File: config.mk
export PLATFORM = sky130hd
export DESIGN_NAME = lock_controller_flat
export DESIGN_NICKNAME = d
export VERILOG_FILES = /design/src/rtl/lock_controller_if.sv /design/src/rtl/lock_controller.sv /design/src/flat_wrapper.sv
export SDC_FILE = /design/constraint.sdc
export NUM_CORES = 1
export LEC_CHECK = 0
export CAP_MARGIN = 20
export CORE_MARGIN = 2
export CORE_UTILIZATION = 57
export CTS_BUF_LIST = sky130_fd_sc_hd__clkbuf_4 sky130_fd_sc_hd__clkbuf_8
export DETAILED_ROUTE_END_ITERATION = 6
export GPL_TIMING_DRIVEN = 0
export PLACE_DENSITY = 0.88
export SETUP_SLACK_MARGIN = 0.3
export SLEW_MARGIN = 20
export SYNTH_ARGS = -nofsm -noshare
export SYNTH_HDL_FRONTEND = slang
export SYNTH_SLANG_ARGS = --single-unit
File: constraint.sdc
create_clock -name clk -period 10.3 [get_ports clk]
set_clock_uncertainty 0.15 [all_clocks]
set_input_delay 3.09 -clock clk [delete_from_list [all_inputs] [get_ports clk]]
set_output_delay 3.09 -clock clk [all_outputs]
set_load 0.01 [all_outputs]
File: src/rtl/lock_controller_if.sv
// Canal-lock controller bus: request lights from the upstream light stages,
// acks back to them, and the gate/pump/level indications out of the lock.
interface lock_controller_if #(
  parameter int LEVEL_MAX = 15
);
  localparam int LVL_W = $clog2(LEVEL_MAX + 1);

  logic             arr_li;
  logic             dep_li;
  logic             arr_ack;
  logic             dep_ack;
  logic             low_gate_open;
  logic             high_gate_open;
  logic             filling;
  logic             draining;
  logic [LVL_W-1:0] level;
  logic             busy;

  modport master (
    output arr_li, dep_li,
    input  arr_ack, dep_ack, low_gate_open, high_gate_open,
           filling, draining, level, busy
  );

  modport slave (
    input  arr_li, dep_li,
    output arr_ack, dep_ack, low_gate_open, high_gate_open,
           filling, draining, level, busy
  );
endinterface

File: src/rtl/lock_controller.sv
// Canal-lock sequencer: one boat transit at a time (prep level, open entry gate,
// move level, open exit gate). Moore FSM with every output registered.
module lock_controller #(
  parameter int LEVEL_MAX   = 15,
  parameter int GATE_CYCLES = 4
) (
  input  logic             clk,
  input  logic             reset,
  lock_controller_if.slave bus
);
  localparam int LVL_W = $clog2(LEVEL_MAX + 1);
  localparam int TMR_W = $clog2(GATE_CYCLES + 1);
  localparam logic [LVL_W-1:0] LVL_TOP  = LVL_W'(LEVEL_MAX);
  localparam logic [TMR_W-1:0] TMR_LOAD = TMR_W'(GATE_CYCLES - 1);

  typedef enum logic [2:0] {
    S_IDLE,
    S_PREP,
    S_OPEN_IN,
    S_MOVE,
    S_OPEN_OUT
  } state_t;

  state_t           r_state;
  logic             r_dir;
  logic [LVL_W-1:0] r_level;
  logic [TMR_W-1:0] r_timer;
  logic             r_arr_ack;
  logic             r_dep_ack;
  logic             r_low_gate;
  logic             r_high_gate;
  logic             r_filling;
  logic             r_draining;
  logic             r_busy;

  state_t           w_state_next;
  logic             w_dir_next;
  logic [LVL_W-1:0] w_level_next;
  logic [TMR_W-1:0] w_timer_next;
  logic             w_arr_ack_next;
  logic             w_dep_ack_next;
  logic [LVL_W-1:0] w_entry;
  logic [LVL_W-1:0] w_exit;
  logic [LVL_W-1:0] w_target;
  logic [LVL_W-1:0] w_step;

  assign w_entry = r_dir ? LVL_TOP : '0;
  assign w_exit  = r_dir ? '0 : LVL_TOP;

  always_comb begin
    w_state_next   = r_state;
    w_dir_next     = r_dir;
    w_level_next   = r_level;
    w_timer_next   = r_timer;
    w_arr_ack_next = 1'b0;
    w_dep_ack_next = 1'b0;
    // PREP heads for the entry level, MOVE for the exit level
    w_target = (r_state == S_PREP) ? w_entry : w_exit;
    w_step   = (r_level < w_target) ? r_level + LVL_W'(1) : r_level - LVL_W'(1);

    unique case (r_state)
      S_IDLE: begin
        if (bus.arr_li) begin
          w_dir_next     = 1'b0;
          w_arr_ack_next = 1'b1;
          if (r_level == '0) begin
            w_state_next = S_OPEN_IN;
            w_timer_next = TMR_LOAD;
          end else begin
            w_state_next = S_PREP;
          end
        end else if (bus.dep_li) begin
          w_dir_next     = 1'b1;
          w_dep_ack_next = 1'b1;
          if (r_level == LVL_TOP) begin
            w_state_next = S_OPEN_IN;
            w_timer_next = TMR_LOAD;
          end else begin
            w_state_next = S_PREP;
          end
        end
      end
      S_PREP: begin
        w_level_next = w_step;
        if (w_step == w_target) begin
          w_state_next = S_OPEN_IN;
          w_timer_next = TMR_LOAD;
        end
      end
      S_OPEN_IN: begin
        if (r_timer == '0) w_state_next = S_MOVE;
        else               w_timer_next = r_timer - TMR_W'(1);
      end
      S_MOVE: begin
        w_level_next = w_step;
        if (w_step == w_target) begin
          w_state_next = S_OPEN_OUT;
          w_timer_next = TMR_LOAD;
        end
      end
      S_OPEN_OUT: begin
        if (r_timer == '0) w_state_next = S_IDLE;
        else               w_timer_next = r_timer - TMR_W'(1);
      end
      default: w_state_next = S_IDLE;
    endcase
  end

  // Outputs are decoded from next-state values so they line up with the state register.
  // In IDLE the level always sits at one end, so PREP direction follows dir alone.
  always_ff @(posedge clk or negedge reset) begin
    if (!reset) begin
      r_state     <= S_IDLE;
      r_dir       <= 1'b0;
      r_level     <= '0;
      r_timer     <= '0;
      r_arr_ack   <= 1'b0;
      r_dep_ack   <= 1'b0;
      r_low_gate  <= 1'b0;
      r_high_gate <= 1'b0;
      r_filling   <= 1'b0;
      r_draining  <= 1'b0;
      r_busy      <= 1'b0;
    end else begin
      r_state     <= w_state_next;
      r_dir       <= w_dir_next;
      r_level     <= w_level_next;
      r_timer     <= w_timer_next;
      r_arr_ack   <= w_arr_ack_next;
      r_dep_ack   <= w_dep_ack_next;
      r_low_gate  <= ((w_state_next == S_OPEN_IN)  && !w_dir_next) ||
                     ((w_state_next == S_OPEN_OUT) &&  w_dir_next);
      r_high_gate <= ((w_state_next == S_OPEN_IN)  &&  w_dir_next) ||
                     ((w_state_next == S_OPEN_OUT) && !w_dir_next);
      r_filling   <= ((w_state_next == S_PREP) &&  w_dir_next) ||
                     ((w_state_next == S_MOVE) && !w_dir_next);
      r_draining  <= ((w_state_next == S_PREP) && !w_dir_next) ||
                     ((w_state_next == S_MOVE) &&  w_dir_next);
      r_busy      <= (w_state_next != S_IDLE);
    end
  end

  assign bus.arr_ack        = r_arr_ack;
  assign bus.dep_ack        = r_dep_ack;
  assign bus.low_gate_open  = r_low_gate;
  assign bus.high_gate_open = r_high_gate;
  assign bus.filling        = r_filling;
  assign bus.draining       = r_draining;
  assign bus.level          = r_level;
  assign bus.busy           = r_busy;
endmodule
File: src/flat_wrapper.sv
// flat-port wrapper written by rule: the top's interface ports become plain ports
module lock_controller_flat 
#(
  parameter int LEVEL_MAX   = 15,
  parameter int GATE_CYCLES = 4
)
  (clk, reset, bus_arr_li, bus_dep_li, bus_arr_ack, bus_dep_ack, bus_low_gate_open, bus_high_gate_open, bus_filling, bus_draining, bus_level, bus_busy);
  lock_controller_if #(.LEVEL_MAX(LEVEL_MAX)) bus_i ();
  input  logic clk;
  input  logic reset;
  input wire logic [$bits(bus_i.arr_li)-1:0] bus_arr_li;
  input wire logic [$bits(bus_i.dep_li)-1:0] bus_dep_li;
  output wire logic [$bits(bus_i.arr_ack)-1:0] bus_arr_ack;
  output wire logic [$bits(bus_i.dep_ack)-1:0] bus_dep_ack;
  output wire logic [$bits(bus_i.low_gate_open)-1:0] bus_low_gate_open;
  output wire logic [$bits(bus_i.high_gate_open)-1:0] bus_high_gate_open;
  output wire logic [$bits(bus_i.filling)-1:0] bus_filling;
  output wire logic [$bits(bus_i.draining)-1:0] bus_draining;
  output wire logic [$bits(bus_i.level)-1:0] bus_level;
  output wire logic [$bits(bus_i.busy)-1:0] bus_busy;
  assign bus_i.arr_li = bus_arr_li;
  assign bus_i.dep_li = bus_dep_li;
  assign bus_arr_ack = bus_i.arr_ack;
  assign bus_dep_ack = bus_i.dep_ack;
  assign bus_low_gate_open = bus_i.low_gate_open;
  assign bus_high_gate_open = bus_i.high_gate_open;
  assign bus_filling = bus_i.filling;
  assign bus_draining = bus_i.draining;
  assign bus_level = bus_i.level;
  assign bus_busy = bus_i.busy;
  lock_controller #(.LEVEL_MAX(LEVEL_MAX), .GATE_CYCLES(GATE_CYCLES)) u_core (.clk(clk), .reset(reset), .bus(bus_i));
endmodule
---- Word level (Yosys, flattened, before mapping) ----
Index checks and enable logic that the tools add are counted.
Widths: inputs -> output; s select.
cells by class
  add/subtract/negate cells ............... 3
  order comparisons ....................... 1
  equality and inequality tests ........... 15
  multiplexer cells ....................... 28
  reductions and logical operators ........ 21
operators with widths
  kind                 number
  $mux 3               12
  $mux 4               4
  $pmux 3 s5           1
  $eq 3x2->1 const B   4
  $pmux 3 s3           1
  $logic_and 1x1->1    8
  $mux 1               8
  $eq 3x1->1 const B   2
  $eq 3x3->1 const B   2
  $logic_not 3->1      2
  $ne 3x2->1 const B   2
  $reduce_and 6->1     1
  $reduce_bool 3->1    2
  $add 4x1->4 const B  1
  $eq 4x4->1           1
  $eq 4x4->1 const B   1
  $logic_not 4->1      1
  $logic_or 1x1->1     4
  $lt 4x4->1           1
  $mux 2               2
  $reduce_or 2->1      2
  $sub 4x1->4 const B  1
  $ne 3x3->1 const B   1
  $sub 3x1->3 const B  1
  other kinds (3)      3
storage, ports and cells
  bits in registers ....................... 18
  output and inout bits ................... 11

---- Longest topological paths before layout ----
Gate-level depths: netlist of run 1.
  word-level depth ........................ 10
  gate-level depth with buffers ........... 15

---- Worst setup path after synthesis of run 1 ----
Ideal clock, no wire load.
  path type ............................... input to register
  from .................................... input port bus_arr_li
  to ...................................... register u_core.r_busy (netlist: u_core.bus.busy)
  arrival time ............................ 4.152 ns
  data required time ...................... 10.019 ns
  setup slack ............................. 5.866 ns
  stages on the path ...................... 5
  path buffers ............................ 0
  path through ............................ and3b_1 -> nor2b_1 -> a21o_1 -> or2_4 -> or3_1
between the ends
  longest elaborated chain between the ends .. 3
ends and longest elaborated chain
  element                     line                    text
  from (decl)                 flat_wrapper.sv:11      input wire logic [$bits(bus_i.arr_li)-1:0] bus_arr_li;
  $mux 3                      lock_controller.sv:63   if (bus.arr_li) begin
  $pmux 3 s5                  lock_controller.sv:61   unique case (r_state)
  via u_core.w_state_next[0]  lock_controller.sv:36   state_t w_state_next;
  $reduce_bool 3->1           lock_controller.sv:139  r_busy <= (w_state_next != S_IDLE);
  to (signal assigned)        lock_controller.sv:139
  to (decl)                   lock_controller.sv:34   logic r_busy;
The timed path passes the listed nets, and every way through them passes these cells.
A chain may end at the register's enable or synchronous reset.

---- Worst setup path in the final report of run 1 ----
Ends and elaborated chain as after synthesis.

==> results of run 1 <==
worst max path at each step:
stage	start	to	slack [ns]	cells after the start
after global routing	bus_arr_li	u_core.bus.low_gate_open	5.48	6
after floorplan	bus_arr_li	u_core.bus.busy	5.87	5
after global placement	bus_arr_li	u_core.bus.busy	5.22	6
after CTS	bus_arr_li	u_core.bus.busy	5.51	6
after detailed placement	bus_arr_li	u_core.bus.busy	5.20	6
final	bus_arr_li	u_core.bus.busy	5.50	6
area by class of cell:
| type | count | area, µm² |
|---|---|---|
| multi-input combinational | 86 | 672 |
| fill | 158 | 574 |
| sequential | 18 | 450 |
| timing repair buffer | 14 | 140 |
| inverter | 10 | 37.5 |
| clock buffer | 4 | 36.3 |
| tap | 27 | 33.8 |
| buffer | 4 | 17.5 |
layout by cell type, fill, tap and decap left out, types with 2 or more instances in the layout:
cell	count
a211o_1	2
a21oi_1	7
a31oi_1	2
and3b_1	2
buf_2	2
clkbuf_4	3
clkdlybuf4s50_1	14
dfrtp_1	18
ha_1	5
inv_1	9
mux2i_1	3
nand2_1	5
nand2b_1	3
nand3b_1	4
nor2_1	5
nor3_1	6
nor3b_1	2
o211ai_1	3
o21ai_0	7
o22a_1	2
o41ai_2	2
or2_1	2
or3_1	2
xnor2_1	3
per-layer routing:
metal | GRT usage [%] | vias up | part of all wire (%)
li1 | - | 461 | -
met2 | 36.7 | 19 | 47
met5 | 0 | - | 0
met1 | 31.6 | 466 | 47
met4 | 5.56 | 0 | 1.6
met3 | 5.15 | 4 | 3.4
through the flow:
stage / worst slack [ns] / util [%] / cell area [µm²] / hold WS (ns) / instances
floorplan: 5.87 / - / 1180 / 0.330 / 118
global placement: 5.22 / 68.9 / 1350 / 0.356 / 159
detailed placement: 5.20 / 68.9 / 1350 / 0.372 / 159
CTS: 5.51 / 70.7 / 1390 / 0.400 / 163
global route: 5.48 / 70.7 / 1390 / 0.447 / 163
finish: 5.50 / 70.7 / 1390 / 0.395 / 163
registers in the layout, summed over array words and instances (netlist names):
| name | count |
|---|---|
| u_core.bus.level | 4 |
| u_core.r_state | 3 |
| u_core.r_timer | 3 |
| u_core.bus.arr_ack | 1 |
| u_core.bus.busy | 1 |
| u_core.bus.dep_ack | 1 |
| u_core.bus.draining | 1 |
| u_core.bus.filling | 1 |
| u_core.bus.high_gate_open | 1 |
| u_core.bus.low_gate_open | 1 |
| u_core.r_dir | 1 |
cell families after synthesis:
group / Yosys count / synth area share [%]
and+or+nand+nor: 39 / 20.7
buffers and inverters: 14 / 4.67
AOI/OAI and AO/OA: 33 / 22.4
xor gates and xnor gates: 5 / 4.36
muxes: 3 / 2.55
DFF: 18 / 38.3
adders and majority gates: 6 / 7.01
worst reg2reg max path, cell delays in order, from the launching register on:
cell and delay [ns]:
dfrtp_1 0.41, nor3b_2 0.18, xnor2_2 0.33, ha_1 0.30
nand3b_1 0.13, a21oi_1 0.11, or2_2 0.34, ha_1 0.34
a21oi_2 0.25, o211ai_1 0.18, a211oi_4 0.33, o32ai_2 0.18
or2_4 0.30, or3_1 0.37
==> metrics, run 1 <==
FF+latch count, synth 18; TritonCTS Buffers 3; CP Class in -> reg; nets 147; Via density 5.83; num rows 16; Yosys top cell by area dfrtp_1; wire length per cell 14.9 µm; slowest CP cell clkdlybuf4s50_1; Req. time, crit path 10.34 ns; RR Endpoint u_core.bus.busy; Post-synth top cells dfrtp_1, inv_1, a21oi_1, o21ai_0, nor3_1; clk root buf clkbuf_4; vias in the first global route 912; clk slew on worst S/H paths 0.11 ns; Reg2Reg Depth 13; Clk Latency, worst-skew pair 0.31 ns; Post-synth ARST share 100%; routed vias 950; Gate Count Post-Synth 118; global-route wire length before repair 4310 µm; Yosys top cell area share 38.3%; minimum clock period 4.80 ns; die area 2450 µm²; Slew headroom 45.7%; FMAX 0.209 GHz; share of post-route cells with drive strength above 1 14.0%; critical path capture point type flop; post-synth cell types 44; Hold Path End u_core.r_timer[2]; hold path start u_core.r_timer[2]; routed wire length 2440 µm; Total Routing Usage GR 22.9%; syn_area_per_cell 9.98 µm²; number of setup buffers added after CTS 0; largest net degree at the start of global routing 19; Final period util 46.6%; IO Count 15; DR iter-0 viols 31; Worst R2R Start u_core.r_state[0]; Post-synth EDFFs 0; syn nets 128; # setup viols final 0; Syn. warnings 0; synth top area cells dfrtp_1, ha_1, a21oi_1; Final GP Congestion 0.879; count leader, synth dfrtp_1; Data arrival, critical path 4.84 ns; antenna violations before repair 0; run status finished, final reports clean; hold depth 1; die height 49.5 µm; delay-heaviest family, CP simple AND/OR/NAND/NOR gates; Max Cap Violations 0; hpwl dp 1840 µm; sequential area share after synthesis 38.3%; post-CTS sizing 0; final hold violation count 0; Synth Flop Type dfrtp_1; H-tree lvl count 1; drt first pass iters 4; CTS Sinks 18; RSZ-0062 raised after global routing false; R2R Setup Slk 6.29 ns; worst slew pin tran 0.812 ns; Placeable Area 1960 µm²; ANT cells 0; crit-path cells clkdlybuf4s50_1 > and3b_1 > nor2b_1 > a21o_1 > or2_4 > or3_1; clock buffer depth 2; Final ANT Viol Nets 0; I/O Buffers 14; starting density of the core 60.0%; CP Max Fanout 5; mapped cell area 1180 µm²; CP max stage delay 0.54 ns; worst hold path type reg -> reg; Critical path buffers and inverters 1; grt total ovfl 0; Die X 49.5 µm; TritonCTS clock tree yes; CP startpoint kind input port; area delta synth->final 17.9%; # hold bufs at CTS 0; post-route DRC violation count 0; number of max-slew violations in the final report 0; setup tns final 0 ns
Power of run 1 is left out: the tool's default activity adds up to more than one toggle a clock period on the data nets, which glitch-free logic cannot reach.
==> run 2, diff against run 1 <==
Clock period 10.3 ns to 4.5 ns, I/O delays scaled along.
==> metrics, run 2 (synthesis gave the netlist of run 1 again) <==
run status finished, final reports clean; global-route wire length before repair 4310 µm (unchanged); final hold violation count 0 (unchanged); post-route DRC violation count 0 (unchanged); die height 49.5 µm (unchanged); Max Cap Violations 0 (unchanged); WHS 0.394 ns (-0.00125 ns); worst setup path endpoint u_core.bus.busy; setup tns final 0 ns (unchanged); I/O Buffers 14 (unchanged); Die X 49.5 µm (unchanged); Worst R2R Start u_core.r_state[2]; Reg2Reg Depth 14 (+1); clk slew on worst S/H paths 0.11 ns (about the same); Final period util 87.1%; clock buffer depth 2 (unchanged); Clk Latency, worst-skew pair 0.30 ns (about the same); dpl cell area 1350 µm² (unchanged); critical path capture point type flop; nets 149 (+1.4%); vias in the first global route 912 (unchanged); CP Max Fanout 6 (+1); commonest non-fill, non-tap cell in the layout dfrtp_1; ANT cells 0 (unchanged); Via density 5.78 (-0.80%); most used cell, CP nand3b_1; CTS Sinks 18 (unchanged); # hold bufs at CTS 0 (unchanged); number of max-slew violations in the final report 0 (unchanged); routed vias 954 (+0.42%); antenna violations before repair 0 (unchanged); Total Routing Usage GR 22.9% (unchanged); most frequent cells in the layout dfrtp_1, clkdlybuf4s50_1, inv_1; TritonCTS Buffers 3 (unchanged); CP startpoint u_core.r_state[2]; slowest CP cell dfrtp_1; Placeable Area 1960 µm² (unchanged); Final GP Congestion 0.879 (unchanged); FMAX 0.255 GHz; grt total ovfl 0 (unchanged); worst slew pin tran 0.822 ns (+0.0108 ns); # setup viols final 0 (unchanged); CP max stage delay 0.41 ns (-0.13 ns); Slew headroom 45.0% (-0.72 points); starting density of the core 60.0% (unchanged); number of flip-flops under the largest register name 4 (unchanged); drt first pass iters 4 (unchanged); R2R Setup Slk 0.58 ns (-5.71 ns); RR Endpoint u_core.bus.busy; Data arrival, critical path 3.96 ns (-0.88 ns); worst hold path type reg -> reg; largest net degree at the start of global routing 19 (unchanged); die area 2450 µm² (unchanged); RSZ-0062 raised after global routing false; fill count 153 (-3.2%); Req. time, crit path 4.54 ns (-5.80 ns); IO Count 15 (unchanged); CP Class reg -> reg; TritonCTS clock tree yes; Design Area, Final 1410 µm² (+1.4%); hpwl dp 1840 µm (unchanged); wire length per cell 14.6 µm (-2.0%); num rows 16 (unchanged); Final ANT Viol Nets 0 (unchanged); crit-path cells nor3b_2 > xnor2_2 > ha_1 > nand3b_1 > a21oi_2 > or2_2 > inv_1 > fa_1 > xor2_1 > nand3b_1 > a211oi_4 > o32ai_2 > or2_4 > or3_1; routed wire length 2420 µm (-0.78%); clk root buf clkbuf_4; CP startpoint kind flop; H-tree lvl count 1 (unchanged); area delta synth->final 19.4%; share of post-route cells with drive strength above 1 15.9% (+2.0 points); minimum clock period 3.92 ns; DR iter-0 viols 32 (+3.2%)
run 2: cell types whose count changed in the layout (fill, tap and decap cells not counted), sizes merged:
cell	previous run	this run
buf	3	5
run 2: repair_timing:
action,in CTS,in global routing
endpoints found under the setup margin,0,3
gates resized for setup,0,1
setup buffers,0,2
run 2: stage by stage:
stage               worst slack (ns)  instances  utilization, %
global placement               0.612        159            68.9
detailed placement             0.539        159            68.9
floorplan                      0.913        118               -
finish                         0.579        165            71.7
CTS                            0.491        163            70.7
global route                   0.394        165            71.7
run 2: how the worst min path moves through the flow:
stage,startpoint,endpoint,slack (ns),cells after the start
6_report,u_core.r_timer[2],u_core.r_timer[2],0.39,1
5_1_grt,u_core.r_timer[2],u_core.r_timer[2],0.45,1
4_1_cts,u_core.r_timer[2],u_core.r_timer[2],0.40,1
3_5_place_dp,u_core.r_timer[2],u_core.r_timer[2],0.37,1
3_3_place_gp,u_core.r_timer[2],u_core.r_timer[2],0.36,1
2_1_floorplan,u_core.r_timer[2],u_core.r_timer[2],0.33,1
run 2: area by class of cell:
class                      instances  area (µm²)  area share, %
multi-input combinational         86         676           48.0
tap                               27        33.8           2.40
clock buffer                       4        36.3           2.58
inverter                          10        37.5           2.67
timing repair buffer              16         155           11.0
sequential                        18         450           32.0
buffer                             4        17.5           1.25
run 2: worst max-delay path, delay by kind of cell, from the launching register on:
| family | cells | cell delay [ns] |
|---|---|---|
| compound gates | 3 | 0.68 |
| xor+xnor | 2 | 0.41 |
| fa+ha+maj | 2 | 0.62 |
| buf+inv | 1 | 0.06 |
| flops | 1 | 0.41 |
| simple gates | 6 | 1.46 |
run 2: layer usage:
metal | global-route usage [%] | routed length, µm | vias to the layer above
met5 | 0 | 0 | -
met4 | 5.56 | 63 | 0
met3 | 5.15 | 110 | 6
met2 | 36.7 | 1140 | 27
met1 | 31.6 | 1110 | 454
li1 | - | - | 467
Power of run 2 is left out for the same reason.
==> run 3, diff against run 2 <==
Settings changed: CAP_MARGIN 20 to not set, CORE_MARGIN 2 to 8.
==> metrics, run 3 (synthesis gave the netlist of run 1 again) <==
ANT cells 0 (unchanged); clk root buf clkbuf_4; number of max-slew violations in the final report 0 (unchanged); IO Count 15 (unchanged); FMAX 0.252 GHz (-1.1%); Final ANT Viol Nets 0 (unchanged); DP Cell Count 159 (unchanged); TritonCTS clock tree yes; DR iter-0 viols 39 (+22%); most frequent cells in the layout dfrtp_1, clkdlybuf4s50_1, inv_1; starting density of the core 60.0% (unchanged); worst hold path type reg -> reg; Clk Latency, worst-skew pair 0.29 ns (about the same); routed wire length 2760 µm (+14%); worst slew pin tran 0.779 ns (-0.0428 ns); Worst R2R Start u_core.r_state[1]; number of flip-flops under the largest register name 4 (unchanged); clk slew on worst S/H paths 0.10 ns (about the same); Die X 61.5 µm (+24%); run status finished, final reports clean; Final GP Congestion 0.819 (-6.8%); antenna violations before repair 0 (unchanged); Finished Layout Cells 163 (-1.2%); H-tree lvl count 1 (unchanged); WHS 0.398 ns (+0.00433 ns); die area 3780 µm² (+54%); slowest CP cell dfrtp_1; Slew headroom 47.9% (+2.9 points); RSZ-0062 raised after global routing false; Max Cap Violations 0 (unchanged); nets 148 (-0.67%); CP max stage delay 0.43 ns (+0.02 ns); RR Endpoint u_core.bus.high_gate_open; # setup viols final 0 (unchanged); Critical path buffers and inverters 1 (unchanged); routed vias 1013 (+6.2%); global-route wire length before repair 4400 µm (+2.1%); delay-heaviest family, CP compound AO/OA/AOI/OAI gates; I/O Buffers 14 (unchanged); Data arrival, critical path 4.00 ns (+0.04 ns); final hold violation count 0 (unchanged); Via density 6.21 (+7.5%); setup tns final 0 ns (unchanged); wire length per cell 16.9 µm (+16%); # hold bufs at CTS 0 (unchanged); Placeable Area 1960 µm² (unchanged); share of post-route cells with drive strength above 1 14.7% (-1.2 points); largest net degree at the start of global routing 19 (unchanged); hold path start u_core.r_timer[2]; Hold Path End u_core.r_timer[2]; area delta synth->final 18.0%; Req. time, crit path 4.53 ns (about the same); CP startpoint kind flop; CP Class reg -> reg; die height 61.5 µm (+24%); R2R Setup Slk 0.54 ns (-0.04 ns); Final period util 88.1% (+0.98 points); critical path capture point type flop; num rows 16 (unchanged); vias in the first global route 937 (+2.7%); hold depth 1 (unchanged); hpwl dp 2110 µm (+14%); CTS Sinks 18 (unchanged); commonest non-fill, non-tap cell in the layout dfrtp_1; CP Max Fanout 6 (unchanged); most used cell, CP nand3b_1; Total Routing Usage GR 15.5% (-7.4 points); clock buffer depth 2 (unchanged); crit-path cells nor3b_2 > xnor2_2 > ha_1 > nand3b_1 > a21oi_1 > or2_2 > inv_1 > fa_1 > xor2_2 > nand3b_1 > a211oi_4 > o32ai_2 > or2_4 > o41ai_2; TritonCTS Buffers 3 (unchanged); drt first pass iters 4 (unchanged); Reg2Reg Depth 14 (unchanged); grt total ovfl 0 (unchanged); minimum clock period 3.96 ns (+0.0439 ns); post-route DRC violation count 0 (unchanged)
[run 3: per-layer routing]
metal  wire, µm  track usage (%)
met5          0                0
met4         44             3.25
met3        203             3.34
met2       1400             27.6
met1       1110             18.4
[run 3: timing repair]
item                       4_1_cts  5_1_grt
gates resized for setup          0        1
buffers inserted                 0        1
setup endpoints to repair        0        4
[run 3: worst max path at each step]
stage,start,end,cells past startpoint
5_1_grt,u_core.r_state[1],u_core.bus.high_gate_open,14
3_3_place_gp,u_core.r_state[0],u_core.bus.busy,13
2_1_floorplan,u_core.r_state[2],u_core.bus.busy,13
4_1_cts,u_core.r_state[0],u_core.bus.busy,13
6_report,u_core.r_state[1],u_core.bus.high_gate_open,14
3_5_place_dp,u_core.r_state[0],u_core.bus.busy,13
[run 3: worst register-to-register path, delay by kind of cell, from the launching register on]
family                   cells  cell delay [ns]
flip-flops                   1             0.43
buffers and inverters        1             0.07
XOR/XNOR                     2             0.33
adder cells (fa/ha/maj)      2             0.65
AND/OR/NAND/NOR              5             1.07
AO/OA/AOI/OAI                4             1.16
[run 3: stage by stage]
| stage | area (µm²) | util (%) | setup slack (ns) |
|---|---|---|---|
| 3_5_place_dp | 1350 | 68.9 | 0.457 |
| 3_3_place_gp | 1350 | 68.9 | 0.603 |
| 4_1_cts | 1370 | 70.0 | 0.434 |
| 5_1_grt | 1390 | 70.8 | 0.309 |
| 6_report | 1390 | 70.8 | 0.535 |
| 2_1_floorplan | 1180 | - | 0.913 |
[run 3: final cells by class]
| class | count | area, µm² |
|---|---|---|
| Multi-Input combinational cell | 86 | 679 |
| Fill cell | 153 | 573 |
| Sequential cell | 18 | 450 |
| Timing Repair Buffer | 15 | 148 |
| Inverter | 10 | 37.5 |
| Tap cell | 27 | 33.8 |
| Clock buffer | 3 | 22.5 |
| Buffer | 4 | 17.5 |
Power of run 3 is left out for the same reason.
